`config.mk`:
```
export PLATFORM = sky130hd
export DESIGN_NAME = sm3_compress_core
export DESIGN_NICKNAME = d
export VERILOG_FILES = /design/src/rtl/sm3_compress_core.sv
export SDC_FILE = /design/constraint.sdc
export NUM_CORES = 2
export LEC_CHECK = 0
export ABC_AREA = 1
export CAP_MARGIN = 0
export CORE_AREA = 2 2 406 408
export CTS_CLUSTER_SIZE = 10
export DETAILED_ROUTE_END_ITERATION = 12
export DIE_AREA = 0 0 408 410
export PLACE_DENSITY = 0.67
export RECOVER_POWER = 25
export SETUP_SLACK_MARGIN = 0.4
export SKIP_LAST_GASP = 1
export SYNTH_ARGS = -nofsm -noshare
export SYNTH_HDL_FRONTEND = slang
export SYNTH_SLANG_ARGS = --single-unit
```
`constraint.sdc`:
```
create_clock -name input_clk -period 10.1 [get_ports input_clk]
set_input_delay 2.02 -clock input_clk [delete_from_list [all_inputs] [get_ports input_clk]]
set_output_delay 2.02 -clock input_clk [all_outputs]
set_load 0.02 [all_outputs]
```
`src/rtl/sm3_compress_core.sv`:
```
// Iterative SM3 compression function CF(V, B): one round per clock, 64 rounds per block,
// with on-chip message expansion over a 16-word sliding window.
module sm3_compress_core #(
  parameter int ROUNDS = 64
) (
  input  logic         input_clk,
  input  logic         input_reset,
  input  logic         input_valid,
  output logic         output_ready,
  input  logic [0:511] input_block,
  input  logic [0:255] input_V,
  output logic         output_valid,
  input  logic         input_ack,
  output logic [0:255] output_V
);

  typedef enum logic [1:0] {
    IDLE,
    RUN,
    DONE
  } state_t;

  localparam logic [5:0]  LAST_ROUND = 6'(ROUNDS - 1);
  localparam logic [31:0] T_EARLY    = 32'h79cc4519;
  localparam logic [31:0] T_LATE     = 32'h7a879d8a;

  state_t       state;
  logic [5:0]   j;
  logic [31:0]  a, b, c, d, e, f, g, h;
  logic [0:255] v_save;
  logic [31:0]  w [16];

  logic         early;
  logic [31:0]  t_rot, a12, ss1, ss2, ff, gg, tt1, tt2, w_new;
  logic [0:255] v_next;

  function automatic logic [31:0] rotl(input logic [31:0] x, input logic [4:0] n);
    logic [63:0] dbl;
    dbl = {x, x} << n;
    return dbl[63:32];
  endfunction

  function automatic logic [31:0] p0(input logic [31:0] x);
    return x ^ rotl(x, 5'd9) ^ rotl(x, 5'd17);
  endfunction

  function automatic logic [31:0] p1(input logic [31:0] x);
    return x ^ rotl(x, 5'd15) ^ rotl(x, 5'd23);
  endfunction

  // NOTE: every signal below is assigned on every pass with no conditional paths, so no latch
  // can be inferred; combinational blocks use blocking '=' so later lines see earlier results.
  always_comb begin
    early  = (j < 6'd16);
    t_rot  = rotl(early ? T_EARLY : T_LATE, j[4:0]);
    a12    = rotl(a, 5'd12);
    ss1    = rotl(a12 + e + t_rot, 5'd7);
    ss2    = ss1 ^ a12;
    ff     = early ? (a ^ b ^ c) : ((a & b) | (a & c) | (b & c));
    gg     = early ? (e ^ f ^ g) : ((e & f) | (~e & g));
    tt1    = ff + d + ss2 + (w[0] ^ w[4]);
    tt2    = gg + h + ss1 + w[0];
    w_new  = p1(w[0] ^ w[7] ^ rotl(w[13], 5'd15)) ^ rotl(w[3], 5'd7) ^ w[10];
    // Digest candidate as it would stand after the current round's register update.
    v_next = {tt1, a, rotl(b, 5'd9), c, p0(tt2), e, rotl(f, 5'd19), g} ^ v_save;
  end

  // NOTE: sequential state uses non-blocking '<=' so every register samples pre-edge values,
  // which is what makes the A..H and window shifts below behave as parallel moves.
  always_ff @(posedge input_clk) begin
    if (input_reset) begin
      state        <= IDLE;
      output_ready <= 1'b1;
      output_valid <= 1'b0;
      output_V     <= '0;
      j            <= '0;
      {a, b, c, d, e, f, g, h} <= '0;
      v_save       <= '0;
      // NOTE: the window is a register array, not RAM, so clearing it on reset is cheap and
      // guarantees an aborted block leaves no stale message words behind.
      for (int k = 0; k < 16; k++) w[k] <= '0;
    end else begin
      case (state)
        IDLE: begin
          if (input_valid && output_ready) begin
            state        <= RUN;
            output_ready <= 1'b0;
            j            <= '0;
            a            <= input_V[0   +: 32];
            b            <= input_V[32  +: 32];
            c            <= input_V[64  +: 32];
            d            <= input_V[96  +: 32];
            e            <= input_V[128 +: 32];
            f            <= input_V[160 +: 32];
            g            <= input_V[192 +: 32];
            h            <= input_V[224 +: 32];
            v_save       <= input_V;
            for (int k = 0; k < 16; k++) w[k] <= input_block[32*k +: 32];
          end
        end

        RUN: begin
          a <= tt1;
          b <= a;
          c <= rotl(b, 5'd9);
          d <= c;
          e <= p0(tt2);
          f <= e;
          g <= rotl(f, 5'd19);
          h <= g;
          for (int k = 0; k < 15; k++) w[k] <= w[k+1];
          w[15] <= w_new;
          j     <= j + 6'd1;
          if (j == LAST_ROUND) begin
            state        <= DONE;
            output_valid <= 1'b1;
            output_V     <= v_next;
          end
        end

        DONE: begin
          if (input_ack) begin
            state        <= IDLE;
            output_valid <= 1'b0;
            output_ready <= 1'b1;
          end
        end

        default: state <= IDLE;
      endcase
    end
  end

endmodule

```
=== After elaboration in Yosys (flattened, before gate mapping) ===
Memory sizes are Yosys's and may differ from the RTL's.
Cells that the tools add are included.

* Shift operators: 1
* Add/subtract/negate cells: 9
* Order comparisons: 1
* Equality and inequality tests: 6
* Mux-type cells: 72
* Reductions and logical operators: 11
* Bitwise logic cells: 56

{| class="wikitable"
|+ Operators with widths
! operator !! number
|-
| $mux 32 || 42
|-
| $pmux 32 s2 || 8
|-
| $xor 32x32->32 || 14
|-
| $add 32x32->32 || 8
|-
| $xor 256x256->256 || 1
|-
| $and 32x32->32 || 5
|-
| $or 32x32->32 || 3
|-
| $shl 63x5->64 || 1
|-
| $not 32->32 || 1
|-
| $or 1x1->1 || 32
|-
| $mux 26 || 1
|-
| $mux 1 || 13
|-
| $pmux 6 s2 || 1
|-
| $reduce_and 3->1 || 3
|-
| $add 6x1->6 const B || 1
|-
| $eq 6x6->1 const B || 1
|-
| $lt 6x5->1 const B || 1
|-
| $mux 2 || 3
|-
| $mux 6 || 1
|-
| $ne 2x2->1 const B || 3
|-
| $pmux 2 s3 || 1
|-
| $reduce_and 2->1 || 3
|-
| $reduce_bool 2->1 || 3
|-
| $pmux 1 s2 || 2
|-
| other kinds (4) || 4
|}

* Output and inout bits: 258
* Bits in registers: 778
* Memories kept: 1
* Logic and storage cells: 171
* Memory bits (writable): 512

{| class="wikitable"
|+ Memory list
! name !! words !! bits a word !! rd ports !! clocked after Yosys merged registers in !! wr ports !! RTL line !! source
|-
| w || 16 || 32 || 16 || 0 || 16 || 31 || <nowiki>logic [31:0] w [16];</nowiki>
|}

=== Longest topological paths before layout ===
* Depth in word-level cells: 10
* Mapped depth: 52
* Mapped depth without buffers: 50

=== Worst setup path after synthesis ===
No wires, ideal clock.

* Path type: input -> register
* From: input port input_valid
* To: register g[25]
* Path slack: 0.479 ns
* Data required time: 9.648 ns
* Cell stages on the path: 6
* Arrival time: 9.169 ns
* Setup time: 0.452 ns
* Path buffers: 1
* Cells stage by stage: nand2_1 -> nor3_2 -> nor2_1 -> inv_2 -> buf_1 -> o221ai_1

* Cells in the longest elaborated chain, start to end: 3

{| class="wikitable"
|+ RTL lines
! element !! RTL line !! source
|-
| start, declared || 8 || <nowiki>input logic input_valid,</nowiki>
|-
| $logic_and 1x1->1 || 85 || <nowiki>if (input_valid && output_ready) begin</nowiki>
|-
| $ne 2x2->1 (no line) || n/a ||
|-
| $reduce_and 2->1 (no line) || n/a ||
|-
| end signal, assigned || 95 || <nowiki>g <= input_V[192 +: 32];</nowiki>
|-
| end signal, assigned || 109 || <nowiki>g <= rotl(f, 5'd19);</nowiki>
|-
| end, declared || 29 || <nowiki>logic [31:0] a, b, c, d, e, f, g, h;</nowiki>
|}

Every way passes these cells.
A chain may end at the register's enable or synchronous reset.

=== Worst setup path after layout ===
* From: input port state[0]
* To: register e[27]

* Cells in the longest elaborated chain, start to end: 3

{| class="wikitable"
|+ RTL lines
! element !! RTL line !! source
|-
| start, declared || 27 || <nowiki>state_t state;</nowiki>
|-
| $eq 2x1->1 / $logic_not 2->1 (equally long branches) || 83 || <nowiki>case (state)</nowiki>
|-
| $reduce_bool 2->1 (no line) / $ne 2x2->1 (equally long branches) || n/a ||
|-
| $reduce_and 2->1 (no line) || n/a ||
|-
| end signal, assigned || 93 || <nowiki>e <= input_V[128 +: 32];</nowiki>
|-
| end signal, assigned || 107 || <nowiki>e <= p0(tt2);</nowiki>
|-
| end, declared || 29 ||
|}

Parallel ways exist; a longest one is shown, timed or not.

==> impl_metrics.py <==
metrics = {
    "sta": {
        "rsz0062_at_grt": "no",
        "clock.fmax_mhz": 103,
        "worstMarginPinSlew_ns": 4.45,
        "finalClockSkew_ns": 0.0583,
        "fin_crit_sh_pct": 95.7,
        "period_needed_ns": 9.67,
        "setup_viol": 0,
        "setup_tns_ns": 0,
        "hold_viol_final": 0,
        "slew_violations": 839,
        "slew_headroom_pct": -197,
    },
    "route": {
        "vias": 63217,
        "wl_per_cell_um": 30.0,
        "via_per_inst": 5.65,
        "firstDrtPassIters": 9,
        "ant_nets": 0,
        "drtIter0Drc": 8295,
        "wl_um": 336000,
        "drc_errors": 0,
    },
    "critical_path": {
        "crit_top_cell": "nor2_1",
        "startpoint_type": "flop",
        "cp_num_buf_inv": 7,
        "slowest_delay_ns": 2.91,
        "crit_chain": "inv_1, nor2_1, buf_4, clkbuf_1, nor2_1, inv_1, nor2_1, clkbuf_1, inv_8, buf_12, o221ai_1",
        "crit_type": "flop to flop",
        "crit_family": "buffers and inverters",
        "critPathMaxFanout": 135,
        "cp_slowest_cell": "clkbuf_1",
        "cp.arrival_ns": 10.33,
        "worstPathRequired_ns": 10.76,
        "end_kind": "flop",
    },
    "cts": {
        "clock_sinks": 1290,
        "cts_tree": "built",
        "path_clk_slew_ns": 0.06,
        "h-tree-depth": 4,
        "clk_path_buf_depth": 3,
        "clock_latency_ns": 0.82,
        "clock_tree.root_cell": "clkbuf_16",
        "numCtsBuffers": 153,
    },
    "yosys": {
        "synth_ff_type": "dfxtp_1",
        "synth_area_per_cell_um2": 8.42,
        "ys_ff_latch": 1290,
        "synth-edff-count": 512,
        "syn_inst": 8046,
        "synth_cell_types": 60,
        "yosysWarnings": 0,
        "syn_area_mm2": 0.0677,
        "syn-num-nets": 9105,
        "postSynth.asyncResetShare_pct": 0,
        "yosysSeqAreaShare_pct": 45.7,
    },
    "grt": {
        "grt_usage_pct": 38.8,
        "grt_start_max_net_pins": 181,
        "gr-total-overflow": 0,
        "grt_pass1_wl_um": 460000,
        "grt_pass1_vias": 60222,
        "antenna_found_initial": 54,
    },
    "placed_design": {
        "placed_cell_area_mm2": 0.0802,
        "gp_congestion": 1.06,
        "dp_hpwl_um": 262000,
        "numPortBuffers": 1029,
        "placed_cells": 10957,
    },
    "finish": {
        "largest-register": "w",
        "largest_register_ffs": 512,
        "area_growth_pct": 24.8,
        "fin_cells": 11190,
        "fin_area_mm2": 0.0846,
        "fillers": 15405,
        "final_cell_mix": "2216 x nand2_1, 804 x clkdlybuf4s50_1, 799 x inv_1, 778 x dfxtp_1, 528 x o21ai_0",
        "top_regs": "w x512, output_V x256, v_save x256",
        "nNetsFinal": 9982,
        "final_common_cell": "nand2_1",
        "drive_gt1_share_pct": 3.78,
    },
    "run_status": {
        "status": "finished with violations",
        "failed_checks": "max-capacitance violations, max-slew violations",
    },
    "run": {
        "drv_cap": 12,
    },
    "floorplanning": {
        "core_mm2": 0.163,
        "row_count": 149,
        "die-area_mm2": 0.167,
        "die_h_um": 410,
        "ios": 1030,
        "die_x_um": 408,
        "initial_core_util_pct": 41.4,
    },
    "hold_path": {
        "hold_class": "flop to flop",
    },
}
## Yosys cell counts (all sizes together), types with 9 or more instances
master   instances  area, um^2
o221ai          44         385
mux2i           15         150
xnor2          344        3020
o21ai          551        2770
buf            114         536
ha              99        1240
nor2           408        1550
xor2           212        1860
a211oi          35         263
a21oi          447        2240
nand2         2227        8400
clkbuf         309        1160
a22o           247        2160
a2111oi         33         289
o21bai          14         105
nor3           144         741
o211ai          33         248
nand3          275        1390
edfxtp         512       15400
inv            812        3050
nand3b          16         120
a22oi            9        67.6
o31ai           27         203
a31oi           76         475
fa             188        3760
a21o            10        75.1
or2              9        56.3
nand4           18         113
dfxtp          778       15600
## cell type report
| cell class | instances | area (um^2) | share of cell area (%) |
|---|---|---|---|
| well taps | 2189 | 2740 | 3.24 |
| multi-input cells | 5515 | 32100 | 37.9 |
| diodes | 24 | 60.1 | 0.0710 |
| repair buffers | 1145 | 11200 | 13.2 |
| flip-flops and latches | 1290 | 30900 | 36.6 |
| inverters | 818 | 3110 | 3.67 |
| clock inverters | 25 | 460 | 0.544 |
| clock buffers | 184 | 4010 | 4.74 |
## tightest hold or removal path, cell delays in order, from the launching register on
cell and delay, ns:
dfxtp_1 0.31, nand2_1 0.06, nand2_1 0.05
## worst paths after layout
kind,startpoint,to,slack (ns),cells after the start
worst max-delay path,state[0],e[27],0.43,11
worst min-delay path,output_valid,output_valid,0.46,2
worst max register to register,state[0],e[27],0.43,11
worst min register to register,output_valid,output_valid,0.46,2
## kinds of logic after synthesis
family,Yosys count,synth area share [%]
buf+inv,1241,7.04
compound gates,1548,14.0
fa+ha+maj,287,7.38
xor+xnor,560,7.33
simple gates,3105,18.3
mux,15,0.222
flops,1290,45.7
## per-layer routing
metal | vias to the layer above | wire length [um] | track usage, %
met4 | 44 | 24700 | 23.7
met3 | 853 | 34300 | 11.2
met1 | 30500 | 128000 | 47.7
li1 | 28175 | - | -
met2 | 3645 | 149000 | 60.3
met5 | - | 280 | 0
## per-stage QoR
step	utilization, %	hold slack [ns]	setup slack, ns
floorplan	-	0.436	0.479
global placement	49.0	0.444	0.958
detailed placement	49.0	0.452	1.18
CTS	51.8	0.461	1.08
global route	51.7	0.473	0.472
finish	51.7	0.461	0.431
## what timing repair did
action | CTS | global route
buffers inserted | 0 | 0
gates resized for setup | 0 | 1
setup endpoints to repair | 0 | 4
hold buffers | 0 | 0
Power is left out: the tool's default activity adds up to more than one toggle a clock period on the data nets, which glitch-free logic cannot reach.
